===== src/rtl/gmii_tx_arbiter_pkg.sv =====
// Shared GMII constants and arbiter FSM state encoding.
package gmii_tx_arbiter_pkg;

  localparam logic [7:0] GMII_PREAMBLE = 8'h55;
  localparam logic [7:0] GMII_SFD      = 8'hD5;

  typedef enum logic [2:0] {
    ST_IDLE  = 3'd0,
    ST_PRE   = 3'd1,
    ST_DATA  = 3'd2,
    ST_DRAIN = 3'd3,
    ST_IFG   = 3'd4
  } state_e;

endpackage


===== src/rtl/gmii_tx_arbiter_if.sv =====
// Byte-stream source bundle: NUM_SRC packed sources sharing one GMII TX port.
interface gmii_tx_arbiter_if #(
  parameter int NUM_SRC = 2
) ();
  import gmii_tx_arbiter_pkg::*;

  logic [8*NUM_SRC-1:0] src_data;
  logic [NUM_SRC-1:0]   src_valid;
  logic [NUM_SRC-1:0]   src_last;
  logic [NUM_SRC-1:0]   src_ready;

  modport master (output src_data, output src_valid, output src_last, input  src_ready);
  modport slave  (input  src_data, input  src_valid, input  src_last, output src_ready);
endinterface


===== src/rtl/gmii_tx_arbiter_rr_arbiter.sv =====
// Combinational round-robin pick: first requester strictly after ptr_i, wrapping.
module gmii_tx_arbiter_rr_arbiter #(
  parameter int NUM_SRC = 2,
  parameter int IDX_W   = $clog2(NUM_SRC)
) (
  input  logic [NUM_SRC-1:0] req_i,
  input  logic [IDX_W-1:0]   ptr_i,
  output logic [NUM_SRC-1:0] grant_o,
  output logic [IDX_W-1:0]   idx_o,
  output logic               any_o
);
  import gmii_tx_arbiter_pkg::*;

  localparam logic [IDX_W:0] N_W = (IDX_W+1)'(NUM_SRC);

  logic [IDX_W:0]   sum;
  logic [IDX_W-1:0] cand;
  logic             found;

  always_comb begin
    grant_o = '0;
    idx_o   = '0;
    found   = 1'b0;
    sum     = '0;
    cand    = '0;
    // k runs 1..NUM_SRC so the last-granted source is considered last
    for (int k = 1; k <= NUM_SRC; k++) begin
      sum = {1'b0, ptr_i} + (IDX_W+1)'(k);
      if (sum >= N_W) sum = sum - N_W;
      cand = sum[IDX_W-1:0];
      if (!found && req_i[cand]) begin
        found         = 1'b1;
        grant_o[cand] = 1'b1;
        idx_o         = cand;
      end
    end
  end

  assign any_o = found;
endmodule


===== src/rtl/gmii_tx_arbiter.sv =====
// Frame-granular round-robin GMII TX arbiter with preamble/SFD insertion, IFG and underrun abort.
// Optional per-source counters are built when GMII_TX_ARB_STATS_EN is defined.
module gmii_tx_arbiter
  import gmii_tx_arbiter_pkg::*;
#(
  parameter int NUM_SRC      = 2,
  parameter int PREAMBLE_LEN = 7,
  parameter int IFG_BYTES    = 12
) (
  input  logic                   sys_clk,
  input  logic                   sys_rst,
  gmii_tx_arbiter_if.slave       src,
  output logic [7:0]             gmii_txd,
  output logic                   gmii_tx_en,
  output logic                   gmii_tx_er,
  output logic [NUM_SRC-1:0]     grant,
  output logic [32*NUM_SRC-1:0]  stat_frames,
  output logic [16*NUM_SRC-1:0]  stat_underruns
);
  localparam int               IDX_W    = $clog2(NUM_SRC);
  localparam logic [5:0]       PRE_LAST = 6'(PREAMBLE_LEN);
  localparam logic [5:0]       IFG_LAST = 6'(IFG_BYTES);
  localparam logic [IDX_W-1:0] PTR_RST  = IDX_W'(NUM_SRC-1);

  state_e             state_q, state_d;
  logic [5:0]         cnt_q, cnt_d;
  logic [IDX_W-1:0]   ptr_q, ptr_d;
  logic [7:0]         txd_q, txd_d;
  logic               tx_en_q, tx_en_d;
  logic               tx_er_q, tx_er_d;
  logic [NUM_SRC-1:0] grant_q, grant_d;

  logic [NUM_SRC-1:0] arb_grant;
  logic [IDX_W-1:0]   arb_idx;
  logic               arb_any;
  logic [7:0]         data_arr [NUM_SRC];
  logic               cur_valid, cur_last;

  for (genvar gi = 0; gi < NUM_SRC; gi++) begin : g_unpack
    assign data_arr[gi] = src.src_data[8*gi +: 8];
  end

  // ptr_q doubles as the index of the current owner once a frame is granted
  assign cur_valid = src.src_valid[ptr_q];
  assign cur_last  = src.src_last[ptr_q];

  gmii_tx_arbiter_rr_arbiter #(.NUM_SRC(NUM_SRC), .IDX_W(IDX_W)) u_rr (
    .req_i   (src.src_valid),
    .ptr_i   (ptr_q),
    .grant_o (arb_grant),
    .idx_o   (arb_idx),
    .any_o   (arb_any)
  );

  always_comb begin
    state_d = state_q;
    cnt_d   = cnt_q;
    ptr_d   = ptr_q;
    grant_d = grant_q;
    txd_d   = 8'h00;
    tx_en_d = 1'b0;
    tx_er_d = 1'b0;
    case (state_q)
      ST_IDLE: begin
        if (arb_any) begin
          grant_d = arb_grant;
          ptr_d   = arb_idx;
          txd_d   = GMII_PREAMBLE;
          tx_en_d = 1'b1;
          cnt_d   = 6'd1;
          state_d = ST_PRE;
        end
      end
      ST_PRE: begin
        tx_en_d = 1'b1;
        if (cnt_q < PRE_LAST) begin
          txd_d = GMII_PREAMBLE;
          cnt_d = cnt_q + 6'd1;
        end else begin
          txd_d   = GMII_SFD;
          state_d = ST_DATA;
        end
      end
      ST_DATA: begin
        tx_en_d = 1'b1;
        if (cur_valid) begin
          txd_d = data_arr[ptr_q];
          if (cur_last) begin
            state_d = ST_IFG;
            cnt_d   = 6'd0;
            grant_d = '0;
          end
        end else begin
          tx_er_d = 1'b1;
          state_d = ST_DRAIN;
        end
      end
      ST_DRAIN: begin
        if (cur_valid && cur_last) begin
          state_d = ST_IFG;
          cnt_d   = 6'd0;
          grant_d = '0;
        end
      end
      ST_IFG: begin
        if (cnt_q == IFG_LAST) state_d = ST_IDLE;
        else                   cnt_d   = cnt_q + 6'd1;
      end
      default: state_d = ST_IDLE;
    endcase
  end

  always_ff @(posedge sys_clk) begin
    if (sys_rst) begin
      state_q <= ST_IDLE;
      cnt_q   <= '0;
      ptr_q   <= PTR_RST;
      txd_q   <= '0;
      tx_en_q <= 1'b0;
      tx_er_q <= 1'b0;
      grant_q <= '0;
    end else begin
      state_q <= state_d;
      cnt_q   <= cnt_d;
      ptr_q   <= ptr_d;
      txd_q   <= txd_d;
      tx_en_q <= tx_en_d;
      tx_er_q <= tx_er_d;
      grant_q <= grant_d;
    end
  end

  assign src.src_ready = (state_q == ST_DATA || state_q == ST_DRAIN) ? grant_q : '0;
  assign gmii_txd      = txd_q;
  assign gmii_tx_en    = tx_en_q;
  assign gmii_tx_er    = tx_er_q;
  assign grant         = grant_q;

`ifdef GMII_TX_ARB_STATS_EN
  logic [31:0] frames_q [NUM_SRC];
  logic [31:0] frames_d [NUM_SRC];
  logic [15:0] under_q  [NUM_SRC];
  logic [15:0] under_d  [NUM_SRC];
  logic        frame_done, underrun;

  assign frame_done = (state_q == ST_DATA) && cur_valid && cur_last;
  assign underrun   = (state_q == ST_DATA) && !cur_valid;

  always_comb begin
    for (int i = 0; i < NUM_SRC; i++) begin
      frames_d[i] = frames_q[i];
      under_d[i]  = under_q[i];
      if (ptr_q == IDX_W'(i)) begin
        if (frame_done) frames_d[i] = frames_q[i] + 32'd1;
        if (underrun)   under_d[i]  = under_q[i] + 16'd1;
      end
    end
  end

  always_ff @(posedge sys_clk) begin
    for (int i = 0; i < NUM_SRC; i++) begin
      if (sys_rst) begin
        frames_q[i] <= '0;
        under_q[i]  <= '0;
      end else begin
        frames_q[i] <= frames_d[i];
        under_q[i]  <= under_d[i];
      end
    end
  end

  for (genvar gi = 0; gi < NUM_SRC; gi++) begin : g_stats
    assign stat_frames[32*gi +: 32]    = frames_q[gi];
    assign stat_underruns[16*gi +: 16] = under_q[gi];
  end
`else
  assign stat_frames    = '0;
  assign stat_underruns = '0;
`endif
endmodule


===== src/flat_wrapper.sv =====
// flat-port wrapper written by rule: the top's interface ports become plain ports
module gmii_tx_arbiter_flat import gmii_tx_arbiter_pkg::*;
#(
  parameter int NUM_SRC      = 2,
  parameter int PREAMBLE_LEN = 7,
  parameter int IFG_BYTES    = 12
)
  (sys_clk, sys_rst, gmii_txd, gmii_tx_en, gmii_tx_er, grant, stat_frames, stat_underruns, src_src_data, src_src_valid, src_src_last, src_src_ready);
  gmii_tx_arbiter_if #(.NUM_SRC(NUM_SRC)) src_i ();
  input  logic sys_clk;
  input  logic sys_rst;
  output logic [7:0] gmii_txd;
  output logic gmii_tx_en;
  output logic gmii_tx_er;
  output logic [NUM_SRC-1:0] grant;
  output logic [32*NUM_SRC-1:0] stat_frames;
  output logic [16*NUM_SRC-1:0] stat_underruns;
  input wire logic [$bits(src_i.src_data)-1:0] src_src_data;
  input wire logic [$bits(src_i.src_valid)-1:0] src_src_valid;
  input wire logic [$bits(src_i.src_last)-1:0] src_src_last;
  output wire logic [$bits(src_i.src_ready)-1:0] src_src_ready;
  assign src_i.src_data = src_src_data;
  assign src_i.src_valid = src_src_valid;
  assign src_i.src_last = src_src_last;
  assign src_src_ready = src_i.src_ready;
  gmii_tx_arbiter #(.NUM_SRC(NUM_SRC), .PREAMBLE_LEN(PREAMBLE_LEN), .IFG_BYTES(IFG_BYTES)) u_core (.sys_clk(sys_clk), .sys_rst(sys_rst), .src(src_i), .gmii_txd(gmii_txd), .gmii_tx_en(gmii_tx_en), .gmii_tx_er(gmii_tx_er), .grant(grant), .stat_frames(stat_frames), .stat_underruns(stat_underruns));
endmodule

===== config.mk =====
export PLATFORM = sky130hd
export DESIGN_NAME = gmii_tx_arbiter_flat
export DESIGN_NICKNAME = d
export VERILOG_FILES = /design/src/rtl/gmii_tx_arbiter_pkg.sv /design/src/rtl/gmii_tx_arbiter_if.sv /design/src/rtl/gmii_tx_arbiter_rr_arbiter.sv /design/src/rtl/gmii_tx_arbiter.sv /design/src/flat_wrapper.sv
export SDC_FILE = /design/constraint.sdc
export NUM_CORES = 1
export LEC_CHECK = 0
export ABC_AREA = 0
export BUFFER_PORTS_ARGS = -buffer_cell sky130_fd_sc_hd__buf_2
export CORE_MARGIN = 2
export CORE_UTILIZATION = 31
export CTS_BUF_LIST = sky130_fd_sc_hd__clkbuf_2
export CTS_CLUSTER_DIAMETER = 150
export DETAILED_ROUTE_END_ITERATION = 6
export GPL_ROUTABILITY_DRIVEN = 0
export GPL_TIMING_DRIVEN = 0
export PLACE_DENSITY_LB_ADDON = 0.05
export SLEW_MARGIN = 20
export SYNTH_ARGS = -nofsm -noshare
export SYNTH_HDL_FRONTEND = slang
export SYNTH_SLANG_ARGS = --single-unit

===== constraint.sdc =====
create_clock -name sys_clk -period 5.7 [get_ports sys_clk]
set_input_delay 1.425 -clock sys_clk [delete_from_list [all_inputs] [get_ports sys_clk]]
set_output_delay 1.425 -clock sys_clk [all_outputs]
set_load 0.01 [all_outputs]

# --- Word-level counts from Yosys, hierarchy flattened ---
# Cells that the tools add are included.
op_classes:
  addsub: 5
  n_mul: 0
  n_div: 0
  order_cmp: 9
  eq_ne: 14
  shift: 0
  n_mux: 50
  n_bitwise: 3
  reduce_logical: 15
op_table:
  columns: ["operator", "n"]
  rows:
  - ["two-way mux 8 bit", 5]
  - ["two-way mux 6 bit", 6]
  - ["case mux 6 bit (5 select lines)", 1]
  - ["case mux 8 bit (3 select lines)", 1]
  - ["two-way mux 1 bit", 18]
  - ["two-way mux 3 bit", 6]
  - ["case mux 3 bit (5 select lines)", 1]
  - ["two-way mux 2 bit", 7]
  - ["!= test 2 x 1 -> 1 bit (second input constant)", 6]
  - ["AND reduction 5 bit", 2]
  - ["two-way mux 7 bit", 1]
  - ["AND reduction 7 bit", 1]
  - ["adder 6 x 1 -> 6 bit (second input constant)", 1]
  - ["equality test 3 x 2 -> 1 bit (second input constant)", 2]
  - ["equality test 6 x 4 -> 1 bit (second input constant)", 1]
  - [">= comparator 2 bit (second input constant)", 3]
  - ["less-than comparator 1 x 2 -> 1 bit (second input constant)", 3]
  - ["less-than comparator 6 x 3 -> 1 bit (second input constant)", 1]
  - ["case mux 2 bit (3 select lines)", 1]
  - ["nonzero test 5 bit", 1]
  - ["logical AND 1 bit", 4]
  - ["!= test 2 bit (second input constant)", 2]
  - ["OR reduction 2 bit", 2]
  - ["equality test 3 x 1 -> 1 bit (second input constant)", 1]
  - ["other kinds (16)", 19]
word_totals:
  ff_bits: 22
  latchBits: 0
  ramBits: 0
  rom_bits: 0
  inputBits: 22
  out_inout_bits: 110
  word_cells: 103
  mem_count: 0

# --- Logic depth before layout (Yosys ltp) ---
depth:
  word_depth: 12
  ltp_mapped: 7
  mapped_depth_nobuf: 7

# --- Cells and area by module ---
# From an unflattened synthesis, not the netlist that was laid out.
unflattened:
  hier_cells: 238
  hier_area_um2: 1941.9
modules_own_cells:
  columns: ["module", "n_inst", "cells_each", "area_per_inst_um2", "seq_area_each_um2"]
  rows:
  - ["gmii_tx_arbiter", 1, 233, 1909.3, 440.4]
  - ["gmii_tx_arbiter_rr_arbiter", 1, 5, 32.5, 0.0]

# --- Worst setup path before layout ---
# OpenSTA, ideal clock, no wires.
synth_timing:
  path_type: "in2reg"
  from: "in src_src_valid[1]"
  to: "reg u_core.state_q[2]"
  setup_time_ns: 0.070
  arrival_time_ns: 2.541
  t_required_ns: 5.630
  path_slack_ns: 3.089
  cell_stages: 6
  n_path_buf: 1
  path_cell_list: "buf_2 -> and4b_1 -> o31ai_1 -> nand3_1 -> or3b_1 -> a21oi_1"
synth_between:
  elab_chain_len: 8
  word_cells_on_any_way: 17
  cone_classes: "eq/ne (3); mux (10); reduce/logical (4)"
synth_lines:
  columns: ["item", "line_no", "source"]
  rows:
  - ["start, declared", "flat_wrapper.sv:19", "input wire logic [$bits(src_i.src_valid)-1:0] src_src_valid;"]
  - ["two-way mux 1 bit (not written as such) (2 in series)", "gmii_tx_arbiter_rr_arbiter.sv:31", "if (!found && req_i[cand]) begin"]
  - ["two-way mux 1 bit", "gmii_tx_arbiter_rr_arbiter.sv:31", null]
  - ["zero test 1 bit", "gmii_tx_arbiter_rr_arbiter.sv:31", null]
  - ["logical AND 1 bit", "gmii_tx_arbiter_rr_arbiter.sv:31", null]
  - ["two-way mux 1 bit", "gmii_tx_arbiter_rr_arbiter.sv:31", null]
  - ["!= test 2 x 1 -> 1 bit (no source line)", null, null]
  - ["AND reduction 5 bit (no source line)", null, null]
  - ["end signal, assigned", "gmii_tx_arbiter.sv:123", "state_q <= state_d;"]
  - ["end, declared", "gmii_tx_arbiter.sv:25", "state_e state_q, state_d;"]
# Parallel ways exist; a longest one is shown, timed or not. The select of a mux whose other input is x is not followed.
# A chain may end at the register's enable or synchronous reset.

# --- Worst setup path after layout ---
layout_timing:
  from: "reg u_core.state_q[1]"
  to: "out src_src_ready[1]"
layout_between:
  elab_chain_len: 3
  word_cells_on_any_way: 4
  cone_classes: "eq/ne (2); mux (1); reduce/logical (1)"
layout_lines:
  columns: ["item", "line_no", "source"]
  rows:
  - ["equality test 3 x 2 -> 1 bit", "gmii_tx_arbiter.sv:133", "assign src.src_ready = (state_q == ST_DATA || state_q == ST_DRAIN) ? grant_q : '0;"]
  - ["logical OR 1 bit (*)", "gmii_tx_arbiter.sv:133", null]
  - ["two-way mux 2 bit (*)", "gmii_tx_arbiter.sv:133", null]
  - ["end, declared", "flat_wrapper.sv:21", "output wire logic [$bits(src_i.src_ready)-1:0] src_src_ready;"]
# Every way passes the cells marked *; elsewhere a longest branch is shown, timed or not.

==> impl_metrics.prom <==
# TYPE chip_impl_metric gauge
chip_impl_info{name="crit_end",value="src_src_ready[1]"} 1
chip_impl_metric{name="path_buf_inv",unit=""} 2
chip_impl_metric{name="crit_fanout",unit=""} 9
chip_impl_metric{name="synth.yosys.warnings",unit=""} 0
chip_impl_metric{name="cts_repair_resize_count",unit=""} 0
chip_impl_metric{name="achievable-frequency",unit="GHz"} 0.354
chip_impl_metric{name="placeableCoreArea",unit="sq um"} 6240
chip_impl_metric{name="worst_clock_skew",unit="ps"} 17.3
chip_impl_metric{name="timing_worst_slew_pin_value",unit="ps"} 893
chip_impl_info{name="crit_chain",value="buf_4, nor2b_1, and2_1, buf_2"} 1
chip_impl_metric{name="worst_r2r_path_depth",unit=""} 6
chip_impl_metric{name="cts_made_buffers",unit=""} 3
chip_impl_info{name="critical_path_class",value="flop to output pin"} 1
chip_impl_metric{name="wire_per_inst",unit="microns"} 8.79
chip_impl_metric{name="gr-usage-met1",unit="%"} 13.8
chip_impl_metric{name="grt.total_usage",unit="%"} 10.8
chip_impl_metric{name="synth_edf_count",unit=""} 0
chip_impl_metric{name="routed_wirelength",unit="microns"} 4010
chip_impl_info{name="cp_top_family",value="simple AND/OR/NAND/NOR gates"} 1
chip_impl_metric{name="syn-instance-count",unit=""} 245
chip_impl_metric{name="detail_route.first_pass.iterations",unit=""} 4
chip_impl_metric{name="synth_area",unit="sq um"} 1980
chip_impl_info{name="tritoncts_clock_tree",value="built"} 1
chip_impl_metric{name="grt_start_max_net_pins",unit=""} 14
chip_impl_metric{name="fin_crit",unit="ps"} 2820
chip_impl_metric{name="fin_area",unit="sq um"} 2650
chip_impl_metric{name="port_buffers",unit=""} 35
chip_impl_metric{name="drt-initial-drc-count",unit=""} 49
chip_impl_metric{name="layout-drive-gt1-share",unit="%"} 39.1
chip_impl_info{name="critPathLaunchType",value="flop"} 1
chip_impl_metric{name="ys_ff_latch",unit=""} 22
chip_impl_metric{name="worst-path-stages",unit=""} 4
chip_impl_metric{name="flow.area_growth_from_synthesis",unit="%"} 34.1
chip_impl_metric{name="initial_core_util",unit="%"} 31.7
chip_impl_metric{name="first_pass_grt_wire_length",unit="microns"} 6280
chip_impl_metric{name="detailed_place.area",unit="sq um"} 2600
chip_impl_metric{name="hpwl",unit="microns"} 3290
chip_impl_info{name="crit_start",value="u_core.state_q[1]"} 1
chip_impl_metric{name="num-nets-final",unit=""} 404
chip_impl_metric{name="route.detailed.vias_per_inst",unit=""} 3.61
chip_impl_metric{name="power.density_cell_area",unit="nW/um^2"} 235
chip_impl_metric{name="ff2ff_setup_slack",unit="ps"} 3580
chip_impl_metric{name="worst_setup_hold_path_clk_slew",unit="ps"} 240
chip_impl_metric{name="timing.critical_path.required",unit="ps"} 4280
chip_impl_metric{name="critPathArrivalTime",unit="ps"} 1400
chip_impl_metric{name="syn-mean-instance-area",unit="sq um"} 8.06
chip_impl_metric{name="vias",unit=""} 1646
chip_impl_info{name="timing.critical_path.to_type",value="output pin"} 1
chip_impl_metric{name="final_max_slew_viol_count",unit=""} 0
chip_impl_metric{name="grtUsageMet3",unit="%"} 2.77
chip_impl_metric{name="clock_insertion_delay_worst_skew",unit="ps"} 350
chip_impl_metric{name="min_period_over_period",unit="%"} 49.5
chip_impl_metric{name="share_of_flip_flops_with_an_asynchronous_set_or_reset",unit="%"} 0
chip_impl_info{name="synth.largest_area_cell",value="sky130_fd_sc_hd__buf_4"} 1
chip_impl_metric{name="finalHoldViolations",unit=""} 0
chip_impl_metric{name="cap_viol_max_count",unit=""} 0
chip_impl_info{name="yosys-top-cells-area",value="sky130_fd_sc_hd__buf_4 (37%), sky130_fd_sc_hd__dfxtp_1 (22%), sky130_fd_sc_hd__mux2i_1 (6.6%)"} 1
chip_impl_metric{name="drtAntennaViolNets",unit=""} 0
chip_impl_metric{name="die_y",unit="microns"} 83.8
chip_impl_metric{name="post_cts_buffers",unit=""} 0
chip_impl_metric{name="post-layout-total-power",unit="mW"} 0.623
chip_impl_metric{name="yosys.cell_types.count",unit=""} 48
chip_impl_metric{name="die_w",unit="microns"} 83.8
chip_impl_metric{name="timing.setup.tns",unit="ps"} 0
chip_impl_metric{name="leakage_power",unit="nW"} 1.57
chip_impl_metric{name="antenna_cells_inserted",unit=""} 0
chip_impl_info{name="unrepaired_setup_endpoints_after_global_routing",value="no"} 1
chip_impl_metric{name="irDropWorstVdd",unit="mV"} 0.106
chip_impl_info{name="cts_root_buf",value="sky130_fd_sc_hd__clkbuf_2"} 1
chip_impl_metric{name="final-setup-viol-count",unit=""} 0
chip_impl_metric{name="fp-row-count",unit=""} 29
chip_impl_metric{name="register_area_share_after_synthesis",unit="%"} 22.3
chip_impl_metric{name="post_route_utilization",unit="%"} 42.4
chip_impl_metric{name="cts.sinks",unit=""} 22
chip_impl_metric{name="cts-root-to-sink-buffers",unit=""} 2
chip_impl_metric{name="die_outline_area",unit="sq um"} 7030
chip_impl_metric{name="gr-usage-met2",unit="%"} 17.6
chip_impl_metric{name="detail_route.drc_violations",unit=""} 0
chip_impl_info{name="regToRegStartpoint",value="u_core.cnt_q[0]"} 1
chip_impl_info{name="rr_endpoint",value="u_core.state_q[1]"} 1
chip_impl_metric{name="gr-total-overflow",unit=""} 0
chip_impl_info{name="critical-path-slowest-cell",value="sky130_fd_sc_hd__dfxtp_1"} 1
chip_impl_metric{name="cts_hold_buf",unit=""} 0
chip_impl_info{name="busiest_layer",value="met2"} 1
chip_impl_info{name="result_of_the_run",value="finished, final reports clean"} 1
chip_impl_metric{name="initial_antenna_violation_count",unit=""} 0
chip_impl_metric{name="relSlewSlack",unit="%"} 39.7
chip_impl_info{name="hold_wc_path_type",value="flop to flop"} 1
chip_impl_metric{name="boundaryPins",unit=""} 132
chip_impl_metric{name="non_filler_instance_count_after_layout",unit=""} 456
chip_impl_metric{name="max_stage_delay",unit="ps"} 360
chip_impl_info{name="ys_dominant_reg_cell",value="sky130_fd_sc_hd__dfxtp_1"} 1
chip_impl_metric{name="cts.htree.levels",unit=""} 1
chip_impl_metric{name="first_global_vias",unit=""} 1415
chip_impl_metric{name="post-synth-top-area-fraction",unit="%"} 36.9
chip_impl_metric{name="dp.cells",unit=""} 452
-- report_power, final --
group	switching [mW]	internal, mW
combinational	0.168	0.143
sequential	0.0172	0.181
clock	0.0536	0.0604
total	0.239	0.384
-- flip-flops by register name (all words and copies together) (netlist names) --
name,cells
u_core.state_q,3
u_core.gmii_tx_en,1
u_core.grant,2
u_core.cnt_q,6
u_core.ptr_q,1
u_core.gmii_tx_er,1
u_core.gmii_txd,8
-- per-stage QoR --
step,setup WS (ps),hold WS (ps)
global placement,2730,485
global route,2780,553
finish,2880,519
detailed placement,2730,489
floorplan,3090,451
CTS,2860,517
-- routing by layer --
layer  share of wire [%]  vias up  wire length [microns]
met5                   0        -                      0
met2                  45       85                   1800
li1                    -      910                      -
met4                 1.4        0                     55
met1                  43      646                   1720
met3                  11        5                    438
-- worst reg2reg max path, stage by stage, from the launching register on --
cell and delay, ps:
sky130_fd_sc_hd__dfxtp_1 430, sky130_fd_sc_hd__ha_1 280, sky130_fd_sc_hd__a2111o_1 470, sky130_fd_sc_hd__or3_2 460
sky130_fd_sc_hd__nand3_1 120, sky130_fd_sc_hd__mux2i_1 190, sky130_fd_sc_hd__nor2_1 50
-- cell families after synthesis --
| kind of cell | share of synthesized area (%) |
|---|---|
| buf+inv | 41.0 |
| simple gates | 15.6 |
| compound gates | 12.4 |
| flops | 22.3 |
| mux | 7.16 |
| fa+ha+maj | 1.27 |
| other cells | 0.190 |
-- layout make-up --
type / count / area [sq um]
well taps: 77 / 96.3
plain buffers: 105 / 781
repair buffers: 35 / 175
clock inverters: 1 / 30.0
flip-flops and latches: 22 / 440
inverters: 8 / 30.0
multi-input cells: 205 / 1080
clock buffers: 3 / 15.0
fillers: 644 / 3590
-- how the worst min path moves through the flow --
stage	start	end	slack [ps]	cells past startpoint
floorplan	u_core.cnt_q[5]	u_core.cnt_q[5]	450	1
detailed placement	u_core.cnt_q[5]	u_core.cnt_q[5]	490	1
global route	u_core.cnt_q[5]	u_core.cnt_q[5]	550	1
global placement	u_core.cnt_q[5]	u_core.cnt_q[5]	490	1
finish	u_core.cnt_q[5]	u_core.cnt_q[5]	520	1
CTS	u_core.cnt_q[5]	u_core.cnt_q[5]	520	1
-- cell usage after synthesis, types with 2 or more instances --
| master | n |
|---|---|
| sky130_fd_sc_hd__a21oi_1 | 10 |
| sky130_fd_sc_hd__and2_1 | 3 |
| sky130_fd_sc_hd__and3_1 | 2 |
| sky130_fd_sc_hd__buf_2 | 3 |
| sky130_fd_sc_hd__buf_4 | 97 |
| sky130_fd_sc_hd__clkbuf_1 | 2 |
| sky130_fd_sc_hd__dfxtp_1 | 22 |
| sky130_fd_sc_hd__ha_1 | 2 |
| sky130_fd_sc_hd__inv_1 | 8 |
| sky130_fd_sc_hd__mux2i_1 | 13 |
| sky130_fd_sc_hd__nand2_1 | 7 |
| sky130_fd_sc_hd__nand3_1 | 6 |
| sky130_fd_sc_hd__nor2_1 | 12 |
| sky130_fd_sc_hd__nor2b_1 | 2 |
| sky130_fd_sc_hd__nor3_1 | 2 |
| sky130_fd_sc_hd__o21ai_0 | 12 |
| sky130_fd_sc_hd__o22ai_1 | 2 |
| sky130_fd_sc_hd__o311ai_0 | 4 |
| sky130_fd_sc_hd__o31ai_1 | 4 |
| sky130_fd_sc_hd__or3_2 | 3 |
| sky130_fd_sc_hd__or4_1 | 2 |
-- layout by cell type, fill, tap and decap left out, types with 7 or more instances in the layout --
master / count
sky130_fd_sc_hd__a21oi_1: 10
sky130_fd_sc_hd__buf_2: 38
sky130_fd_sc_hd__buf_4: 97
sky130_fd_sc_hd__conb_1: 96
sky130_fd_sc_hd__dfxtp_1: 22
sky130_fd_sc_hd__inv_1: 8
sky130_fd_sc_hd__mux2i_1: 13
sky130_fd_sc_hd__nand2_1: 7
sky130_fd_sc_hd__nor2_1: 12
sky130_fd_sc_hd__o21ai_0: 12
Power figures use the tool's default switching activity.
